`config.mk`:
```
export PLATFORM = sky130hd
export DESIGN_NAME = tlb_ctrl
export DESIGN_NICKNAME = d
export VERILOG_FILES = /design/src/rtl/tlb_pkg.sv /design/src/rtl/tlb_entry_match.sv /design/src/rtl/tlb_ctrl.sv
export SDC_FILE = /design/constraint.sdc
export NUM_CORES = 2
export LEC_CHECK = 0
export CAP_MARGIN = 40
export CORE_AREA = 4 4 675 677
export CTS_CLUSTER_DIAMETER = 40
export DETAILED_ROUTE_END_ITERATION = 6
export DIE_AREA = 0 0 679 681
export GPL_ROUTABILITY_DRIVEN = 0
export PLACE_DENSITY_LB_ADDON = 0.05
export SLEW_MARGIN = 20
export SYNTH_ARGS = -nofsm -noshare
export SYNTH_HDL_FRONTEND = slang
export SYNTH_HIERARCHICAL = 1
export SYNTH_SLANG_ARGS = --single-unit
```
`constraint.sdc`:
```
create_clock -name clk -period 12.2 [get_ports clk]
set_clock_uncertainty 0.05 [all_clocks]
set_input_delay 1.83 -clock clk [delete_from_list [all_inputs] [get_ports clk]]
set_output_delay 1.83 -clock clk [all_outputs]
set_load 0.05 [all_outputs]
```
`src/rtl/tlb_pkg.sv`:
```
// tlb_pkg: shared definitions for the TLB maintenance engine and the
// translation lookups.
//   - TLB_OP_* : request op codes accepted by tlb_ctrl (5-7 are illegal).
//   - tlb_entry_t : the 90-bit packed entry layout exported on tlb_entries_o.
//   - tlb_pack / tlb_rd_* : conversion between CP0 register images and entries.
//   - tlb_state_e : tlb_ctrl FSM states.
package tlb_pkg;

  localparam logic [2:0] TLB_OP_TLBR  = 3'd0;
  localparam logic [2:0] TLB_OP_TLBWI = 3'd1;
  localparam logic [2:0] TLB_OP_TLBWR = 3'd2;
  localparam logic [2:0] TLB_OP_TLBP  = 3'd3;
  localparam logic [2:0] TLB_OP_FLUSH = 3'd4;

  localparam int TLB_ENTRY_W = 90;

  // Field order gives vpn2 at [89:71] down to flags1 at [4:0].
  typedef struct packed {
    logic [18:0] vpn2;
    logic [7:0]  asid;
    logic [11:0] mask;
    logic        g;
    logic [19:0] pfn0;
    logic [4:0]  flags0;
    logic [19:0] pfn1;
    logic [4:0]  flags1;
  } tlb_entry_t;

  typedef enum logic [1:0] {
    ST_IDLE  = 2'd0,
    ST_PROBE = 2'd1,
    ST_FLUSH = 2'd2,
    ST_RESP  = 2'd3
  } tlb_state_e;

  // Build an entry from EntryHi/EntryLo0/EntryLo1/PageMask.
  // G is stored once: it is set only if both halves are global.
  function automatic tlb_entry_t tlb_pack(input logic [31:0] hi, input logic [31:0] lo0,
                                          input logic [31:0] lo1, input logic [31:0] pm);
    tlb_entry_t e;
    logic       unused_bits;
    e.vpn2   = hi[31:13];
    e.asid   = hi[7:0];
    e.mask   = pm[24:13];
    e.g      = lo0[0] & lo1[0];
    e.pfn0   = lo0[25:6];
    e.flags0 = lo0[5:1];
    e.pfn1   = lo1[25:6];
    e.flags1 = lo1[5:1];
    unused_bits = ^{hi[12:8], lo0[31:26], lo1[31:26], pm[31:25], pm[12:0]};
    return e;
  endfunction

  function automatic logic [31:0] tlb_rd_hi(input tlb_entry_t e);
    return {e.vpn2, 5'b0, e.asid};
  endfunction

  function automatic logic [31:0] tlb_rd_lo0(input tlb_entry_t e);
    return {6'b0, e.pfn0, e.flags0, e.g};
  endfunction

  function automatic logic [31:0] tlb_rd_lo1(input tlb_entry_t e);
    return {6'b0, e.pfn1, e.flags1, e.g};
  endfunction

  function automatic logic [31:0] tlb_rd_pm(input tlb_entry_t e);
    return {7'b0, e.mask, 13'b0};
  endfunction

endpackage

```
`src/rtl/tlb_entry_match.sv`:
```
// tlb_entry_match: combinational hit test of one TLB entry against a
// VPN2/ASID pair. Shared by the probe scan and the translation lookups.
//   entry_i  : entry under test
//   vpn2_i   : virtual page number / 2 being looked up
//   asid_i   : current address space id
//   match_o  : 1 when VPN2 agrees outside the page mask and ASID agrees or G
module tlb_entry_match
  import tlb_pkg::*;
(
  input  tlb_entry_t  entry_i,
  input  logic [18:0] vpn2_i,
  input  logic [7:0]  asid_i,
  output logic        match_o
);

  logic vpn_hit;
  logic unused_fields;

  // Mask bits mark VPN2 bits that belong to the page offset of a large page.
  assign vpn_hit = ((entry_i.vpn2 ^ vpn2_i) & ~{7'b0, entry_i.mask}) == 19'd0;
  assign match_o = vpn_hit && ((entry_i.asid == asid_i) || entry_i.g);

  assign unused_fields = ^{entry_i.pfn0, entry_i.flags0, entry_i.pfn1, entry_i.flags1};

endmodule

```
`src/rtl/tlb_ctrl.sv`:
```
// tlb_ctrl: TLB maintenance engine. Owns the entry array and executes
// TLBR / TLBWI / TLBWR / TLBP / FLUSH requests.
//   op_valid/op_ready/op_code : request handshake; accepted on op_valid&op_ready
//   index_i, entryhi_i, entrylo0_i, entrylo1_i, pagemask_i : operands (latched)
//   wired_i        : Wired register, lower bound of the Random range
//   resp_valid/resp_op : one-cycle completion pulse and the completing op
//   rd_*_o         : TLBR result registers      probe_o : TLBP result
//   random_o       : Random register            tlb_update_o : array changed
//   tlb_entries_o  : whole array, entry i at [i*90 +: 90]
// Handshake: op_ready is high only in IDLE; a request is taken on the edge
// where op_valid and op_ready are both high; resp_valid has no backpressure.
module tlb_ctrl
  import tlb_pkg::*;
#(
  parameter int N     = 16,
  parameter int IDX_W = $clog2(N)
) (
  input  logic                   clk,
  input  logic                   rst_n,
  input  logic                   op_valid,
  output logic                   op_ready,
  input  logic [2:0]             op_code,
  input  logic [IDX_W-1:0]       index_i,
  input  logic [31:0]            entryhi_i,
  input  logic [31:0]            entrylo0_i,
  input  logic [31:0]            entrylo1_i,
  input  logic [31:0]            pagemask_i,
  input  logic [IDX_W-1:0]       wired_i,
  output logic                   resp_valid,
  output logic [2:0]             resp_op,
  output logic [31:0]            rd_entryhi_o,
  output logic [31:0]            rd_entrylo0_o,
  output logic [31:0]            rd_entrylo1_o,
  output logic [31:0]            rd_pagemask_o,
  output logic [31:0]            probe_o,
  output logic [IDX_W-1:0]       random_o,
  output logic                   tlb_update_o,
  output logic [N*TLB_ENTRY_W-1:0] tlb_entries_o
);

  tlb_state_e       state_q, state_d;
  tlb_entry_t       entries_q [N];
  tlb_entry_t       rd_entry_q;
  tlb_entry_t       scan_entry;
  tlb_entry_t       wr_data;
  logic [2:0]       op_q;
  logic [IDX_W-1:0] cnt_q;
  logic [IDX_W-1:0] random_q;
  logic [IDX_W-1:0] wr_idx;
  logic [31:0]      probe_q;
  logic [18:0]      vpn2_q;
  logic [7:0]       asid_q;
  logic             accept, scan_hit, scan_last, wr_en;

  assign accept     = op_valid & op_ready;
  assign scan_entry = entries_q[cnt_q];
  assign scan_last  = (cnt_q == IDX_W'(N - 1));

  tlb_entry_match u_match (
    .entry_i (scan_entry),
    .vpn2_i  (vpn2_q),
    .asid_i  (asid_q),
    .match_o (scan_hit)
  );

  // FSM: state register
  always_ff @(posedge clk or negedge rst_n) begin
    if (!rst_n) state_q <= ST_IDLE;
    else        state_q <= state_d;
  end

  // FSM: next state
  always_comb begin
    state_d = state_q;
    unique case (state_q)
      ST_IDLE: begin
        if (accept) begin
          if (op_code == TLB_OP_TLBP)       state_d = ST_PROBE;
          else if (op_code == TLB_OP_FLUSH) state_d = ST_FLUSH;
          else                              state_d = ST_RESP;
        end
      end
      ST_PROBE: if (scan_hit || scan_last) state_d = ST_RESP;
      // cnt_q wraps to 0 after the last entry is cleared.
      ST_FLUSH: if (cnt_q == '0) state_d = ST_RESP;
      ST_RESP:  state_d = ST_IDLE;
      default:  state_d = ST_IDLE;
    endcase
  end

  // FSM: outputs
  always_comb begin
    op_ready     = rst_n && (state_q == ST_IDLE);
    resp_valid   = (state_q == ST_RESP);
    tlb_update_o = (state_q == ST_RESP) &&
                   (op_q inside {TLB_OP_TLBWI, TLB_OP_TLBWR, TLB_OP_FLUSH});
  end

  // Single array write port: TLBWI/TLBWR/first flush clear on acceptance,
  // remaining flush clears one entry per cycle.
  always_comb begin
    wr_en   = 1'b0;
    wr_idx  = index_i;
    wr_data = tlb_pack(entryhi_i, entrylo0_i, entrylo1_i, pagemask_i);
    if (accept) begin
      if (op_code == TLB_OP_TLBWI) begin
        wr_en = 1'b1;
      end else if (op_code == TLB_OP_TLBWR) begin
        wr_en  = 1'b1;
        wr_idx = random_q;
      end else if (op_code == TLB_OP_FLUSH) begin
        wr_en   = 1'b1;
        wr_idx  = '0;
        wr_data = '0;
      end
    end else if (state_q == ST_FLUSH && cnt_q != '0) begin
      wr_en   = 1'b1;
      wr_idx  = cnt_q;
      wr_data = '0;
    end
  end

  always_ff @(posedge clk or negedge rst_n) begin
    if (!rst_n) begin
      for (int i = 0; i < N; i++) entries_q[i] <= '0;
    end else if (wr_en) begin
      entries_q[wr_idx] <= wr_data;
    end
  end

  // Operand latches, scan counter and result registers.
  always_ff @(posedge clk or negedge rst_n) begin
    if (!rst_n) begin
      op_q       <= '0;
      cnt_q      <= '0;
      vpn2_q     <= '0;
      asid_q     <= '0;
      rd_entry_q <= '0;
      probe_q    <= '0;
    end else if (accept) begin
      op_q <= op_code;
      if (op_code == TLB_OP_TLBR) begin
        rd_entry_q <= entries_q[index_i];
      end else if (op_code == TLB_OP_TLBP) begin
        vpn2_q <= entryhi_i[31:13];
        asid_q <= entryhi_i[7:0];
        cnt_q  <= '0;
      end else if (op_code == TLB_OP_FLUSH) begin
        cnt_q <= IDX_W'(1);
      end
    end else if (state_q == ST_PROBE) begin
      if (scan_hit)       probe_q <= 32'(cnt_q);
      else if (scan_last) probe_q <= 32'h8000_0000;
      cnt_q <= cnt_q + IDX_W'(1);
    end else if (state_q == ST_FLUSH) begin
      cnt_q <= cnt_q + IDX_W'(1);
    end
  end

  // Random counts down every cycle and reloads N-1 once it reaches Wired.
  always_ff @(posedge clk or negedge rst_n) begin
    if (!rst_n)                   random_q <= IDX_W'(N - 1);
    else if (random_q <= wired_i) random_q <= IDX_W'(N - 1);
    else                          random_q <= random_q - IDX_W'(1);
  end

  assign resp_op       = op_q;
  assign rd_entryhi_o  = tlb_rd_hi(rd_entry_q);
  assign rd_entrylo0_o = tlb_rd_lo0(rd_entry_q);
  assign rd_entrylo1_o = tlb_rd_lo1(rd_entry_q);
  assign rd_pagemask_o = tlb_rd_pm(rd_entry_q);
  assign probe_o       = probe_q;
  assign random_o      = random_q;

  for (genvar i = 0; i < N; i++) begin : g_export
    assign tlb_entries_o[i*TLB_ENTRY_W +: TLB_ENTRY_W] = entries_q[i];
  end

endmodule

```
Word-level counts from Yosys, hierarchy flattened:

Index checks and enable logic that the tools add are counted.

* register bits after elaboration: 1602
* latch bits: 0
* memory bits (writable): 0
* bits in read-only memories: 0
* input bits: 142
* output and inout bits: 1610
* word-level logic and storage cells: 236
* memories kept: 0

* add/sub/neg operators: 2
* multipliers: 0
* div/mod/pow operators: 0
* $lt $le $gt $ge: 5
* equal/unequal tests: 17
* shift-type cells: 0
* mux-type cells: 39
* bitwise operators: 10
* reduce and logical (&&, ||, !) cells: 20

Operators by type and width (count)
* bitwise mux 1440 bit: 1
* two-way mux 90 bit: 10
* binary-select mux 90 bit (select 4 bit): 2
* demux 90 bit (select 4 bit): 1
* two-way mux 32 bit: 2
* two-way mux 4 bit: 12
* AND 19 bit: 1
* zero test 19 bit: 1
* NOT 12 -> 19 bit: 1
* bitwise XOR 19 bit: 1
* greater-or-equal comparator 5 bit (second input constant): 3
* NOT 4 -> 5 bit: 3
* AND reduction 3 bit: 4
* == test 3 x 2 -> 1 bit (second input constant): 3
* == test 8 bit: 1
* two-way mux 2 bit: 4
* != test 2 bit (second input constant): 4
* case mux 2 bit (4 select lines): 1
* == test 3 x 1 -> 1 bit (second input constant): 2
* == test 3 bit (second input constant): 2
* two-way mux 1 bit: 6
* nonzero test 3 bit: 2
* logical AND 1 bit: 5
* less-than comparator 5 x 1 -> 1 bit (second input constant): 1
* 16 further kinds: 20

Longest topological paths before layout:

* depth in word-level cells: 11
* gate-level depth with buffers: 13
* depth with buffers taken out: 10

By module:

The synthesis kept the hierarchy.

Modules (own cells, without submodules)
* tlb_ctrl: instances 1, cells each 4810, area each 81291.7 um^2, seq. area each 39417.8 um^2
* tlb_entry_match: instances 1, cells each 40, area each 329.1 um^2, seq. area each 0.0 um^2

Least setup slack after synthesis:

Ideal clock, no wire load.

* path kind: register -> register
* from: register cnt_q[0]
* to: register state_q[0]
* library setup time: 0.083 ns
* arrival time: 4.310 ns
* required time: 12.067 ns
* setup slack: 7.757 ns
* stages on the path, launching flop included: 14
* path buffers: 3
* period minus slack after synthesis: 4.443 ns
* path through: dfrtp_1 clkbuf_1 buf_1 buf_1 mux4_2 mux4_2 xnor2_1 o22ai_1 or4_1 nor4_2 a31oi_1 a222oi_1 o211ai_1 o21ai_0

RTL lines
* start: declaration: RTL line tlb_ctrl.sv:47 `logic [IDX_W-1:0] cnt_q;`
* start signal: assignment: RTL line tlb_ctrl.sv:154 `cnt_q <= cnt_q + IDX_W'(1);`
* start signal: assignment: RTL line tlb_ctrl.sv:156 `cnt_q <= cnt_q + IDX_W'(1);`
* end signal: assignment: RTL line tlb_ctrl.sv:69 `else state_q <= state_d;`
* end: declaration: RTL line tlb_ctrl.sv:41 `tlb_state_e state_q, state_d;`

==> flow_metrics.tcl <==
set metrics [dict create \
    status "finished, final reports clean" \
    slew_violations 0 \
    antenna_found_initial 51 \
    nNetsFinal 6633 \
    ant_nets 0 \
    end_kind "flip-flop" \
    cap_viol_max_count 0 \
    setup_violations 0 \
    clock_path_buffers 4 \
    reg2reg_depth 12 \
    cts_resized 0 \
    most-common-layout-cells "clkdlybuf4s50_1 (1,644), dfrtp_1 (1,567), mux2_2 (1,428), mux4_2 (650), clkbuf_16 (434)" \
    cts.sinks 1575 \
    path_max_fanout 30 \
    hold_path_depth 1 \
    core-area_um2 449000 \
    min_from "probe_o[3]" \
    path_buf_inv 2 \
    cp.required_ns 12.99 \
    dieArea_um2 462000 \
    synth_warnings 6 \
    insertion_delay_ns 0.99 \
    period_needed_ns 6.35 \
    wl_per_cell_um 36.5 \
    dr.pass1.iters 5 \
    power_leakage_nw 49.5 \
    path_cells "buf_4, buf_4, mux4_2, mux4_2, xor2_1, nor4_1, a21oi_1, nor4_4, a31oi_1, a222oi_1, o211ai_1, o21ai_0" \
    finalWirelength_um 467000 \
    r2r_start "cnt_q[0]" \
    worstPathArrival_ns 7.14 \
    cp.depth 12 \
    grt_util_all_layers_pct 19.6 \
    clock.fmax_mhz 157 \
    crit_family "simple AND/OR/NAND/NOR gates" \
    drt-vias-per-instance 4.17 \
    drive_gt1_share_pct 45.2 \
    drc_errors 0 \
    syn_area_per_cell_um2 16.6 \
    slowest_stage "dfrtp_4" \
    root_buffer "clkbuf_16" \
    crit_type "flip-flop to flip-flop" \
    syn_inst 4560 \
    synth_area_um2 75800 \
    cp_slowest_stage_delay_ns 0.76 \
    grt_max_degree 157 \
    path_clk_slew_ns 0.04 \
    post_cts_buffers 0 \
    cts_buffers 434 \
    rows 246 \
    grt_pass1_vias 57560 \
    port_buffers 1650 \
    n_fill_cell 45957 \
    area_growth_pct 54.2 \
    power.density_nw_per_um2 370 \
    max_slew_margin_pct 26.1 \
    regToRegSetupSlack_ns 5.85 \
    rsz0062_at_grt "no" \
    die_x_um 679 \
    start_util_pct 16.9 \
    finalSetupTns_ns 0 \
    cp-start-kind "flip-flop" \
    vias 53407 \
    final_common_cell "clkdlybuf4s50_1" \
    cts-hold-fix-buffers 0 \
    post-dp-hpwl_um 334000 \
    rr_endpoint "state_q[0]" \
    die_h_um 681 \
    power.total_mw 43.2 \
    hold_viol_final 0 \
    worst_pin_slew_ns 1.11 \
    ios 1752 \
    first_iter_violations 2361 \
    hold_path.class "flip-flop to flip-flop" \
    cts_tree "built" \
    fin_crit_sh_pct 52.0 \
    grt_pass1_wl_um 611000 \
    min_to "probe_o[3]" \
    htree_levels 5 \
    ir_drop_v 0.000150 \
    grt_overflow_total 0 \
]
-- report_power, final --
| part | leakage [nW] | internal (mW) | total [mW] | switching (mW) |
|---|---|---|---|---|
| combinational | 21.2 | 7.58 | 21.4 | 13.8 |
| sequential | 20.7 | 7.39 | 9.74 | 2.35 |
| clock | 7.61 | 8.35 | 12.1 | 3.75 |
-- layer usage --
metal	global-route usage, %	part of all wire (%)	vias up
li1	-	-	21439
met1	21.8	37	29575
met2	35.2	52	1810
met3	7.15	8.1	565
met4	5.12	2.9	18
met5	0	0.028	-
-- registers in the layout (all words and copies together), names as in the netlist --
register / cells
tlb_entries_o: 1440
rd_entryhi_o: 27
rd_entrylo0_o: 26
rd_entrylo1_o: 25
vpn2_q: 19
rd_pagemask_o: 12
asid_q: 8
probe_o: 5
cnt_q: 4
random_o: 4
resp_op: 3
state_q: 2
-- worst max-delay path by stage --
stage	start	end	slack, ns
after CTS	cnt_q[0]	state_q[0]	5.63
final	cnt_q[0]	state_q[0]	5.85
after global routing	cnt_q[0]	state_q[0]	5.38
after detailed placement	rst_n	tlb_entries_o[575]	5.35
after global placement	rst_n	tlb_entries_o[576]	4.98
after floorplan	index_i[0]	rd_entryhi_o[0]	7.86
-- worst reg2reg max path, delay by kind of cell (launching register included) --
family                 cells  cell delay (ns)
flip-flops                 1             0.76
AND/OR/NAND/NOR            2             1.39
buffers and inverters      2             1.39
multiplexers               2             1.19
XOR/XNOR                   1             0.18
AO/OA/AOI/OAI              5             1.30
-- metrics by stage --
| stage | instance area, µm² | utilization (%) | worst slack [ns] | hold slack, ns | instances |
|---|---|---|---|---|---|
| after floorplan | 76100 | - | 7.86 | 0.451 | 4623 |
| final | 117000 | 26.1 | 5.85 | 0.446 | 12793 |
| after detailed placement | 101000 | 22.5 | 5.35 | 0.444 | 11970 |
| after CTS | 117000 | 26.0 | 5.63 | 0.453 | 12758 |
| after global routing | 117000 | 26.0 | 5.38 | 0.464 | 12784 |
| after global placement | 99000 | 22.1 | 4.98 | 0.438 | 11847 |
-- cell type report --
type	count	area (µm²)	area share, %
Multi-Input combinational cell	2540	34500	29.5
Timing Repair Buffer	1918	19900	17.1
Sequential cell	1575	39400	33.7
Tap cell	5952	7450	6.37
Inverter	10	37.5	0.0321
Clock inverter	175	2990	2.56
Antenna cell	10	25.0	0.0214
Clock buffer	613	12600	10.7
(Power assumes the default switching activity.)
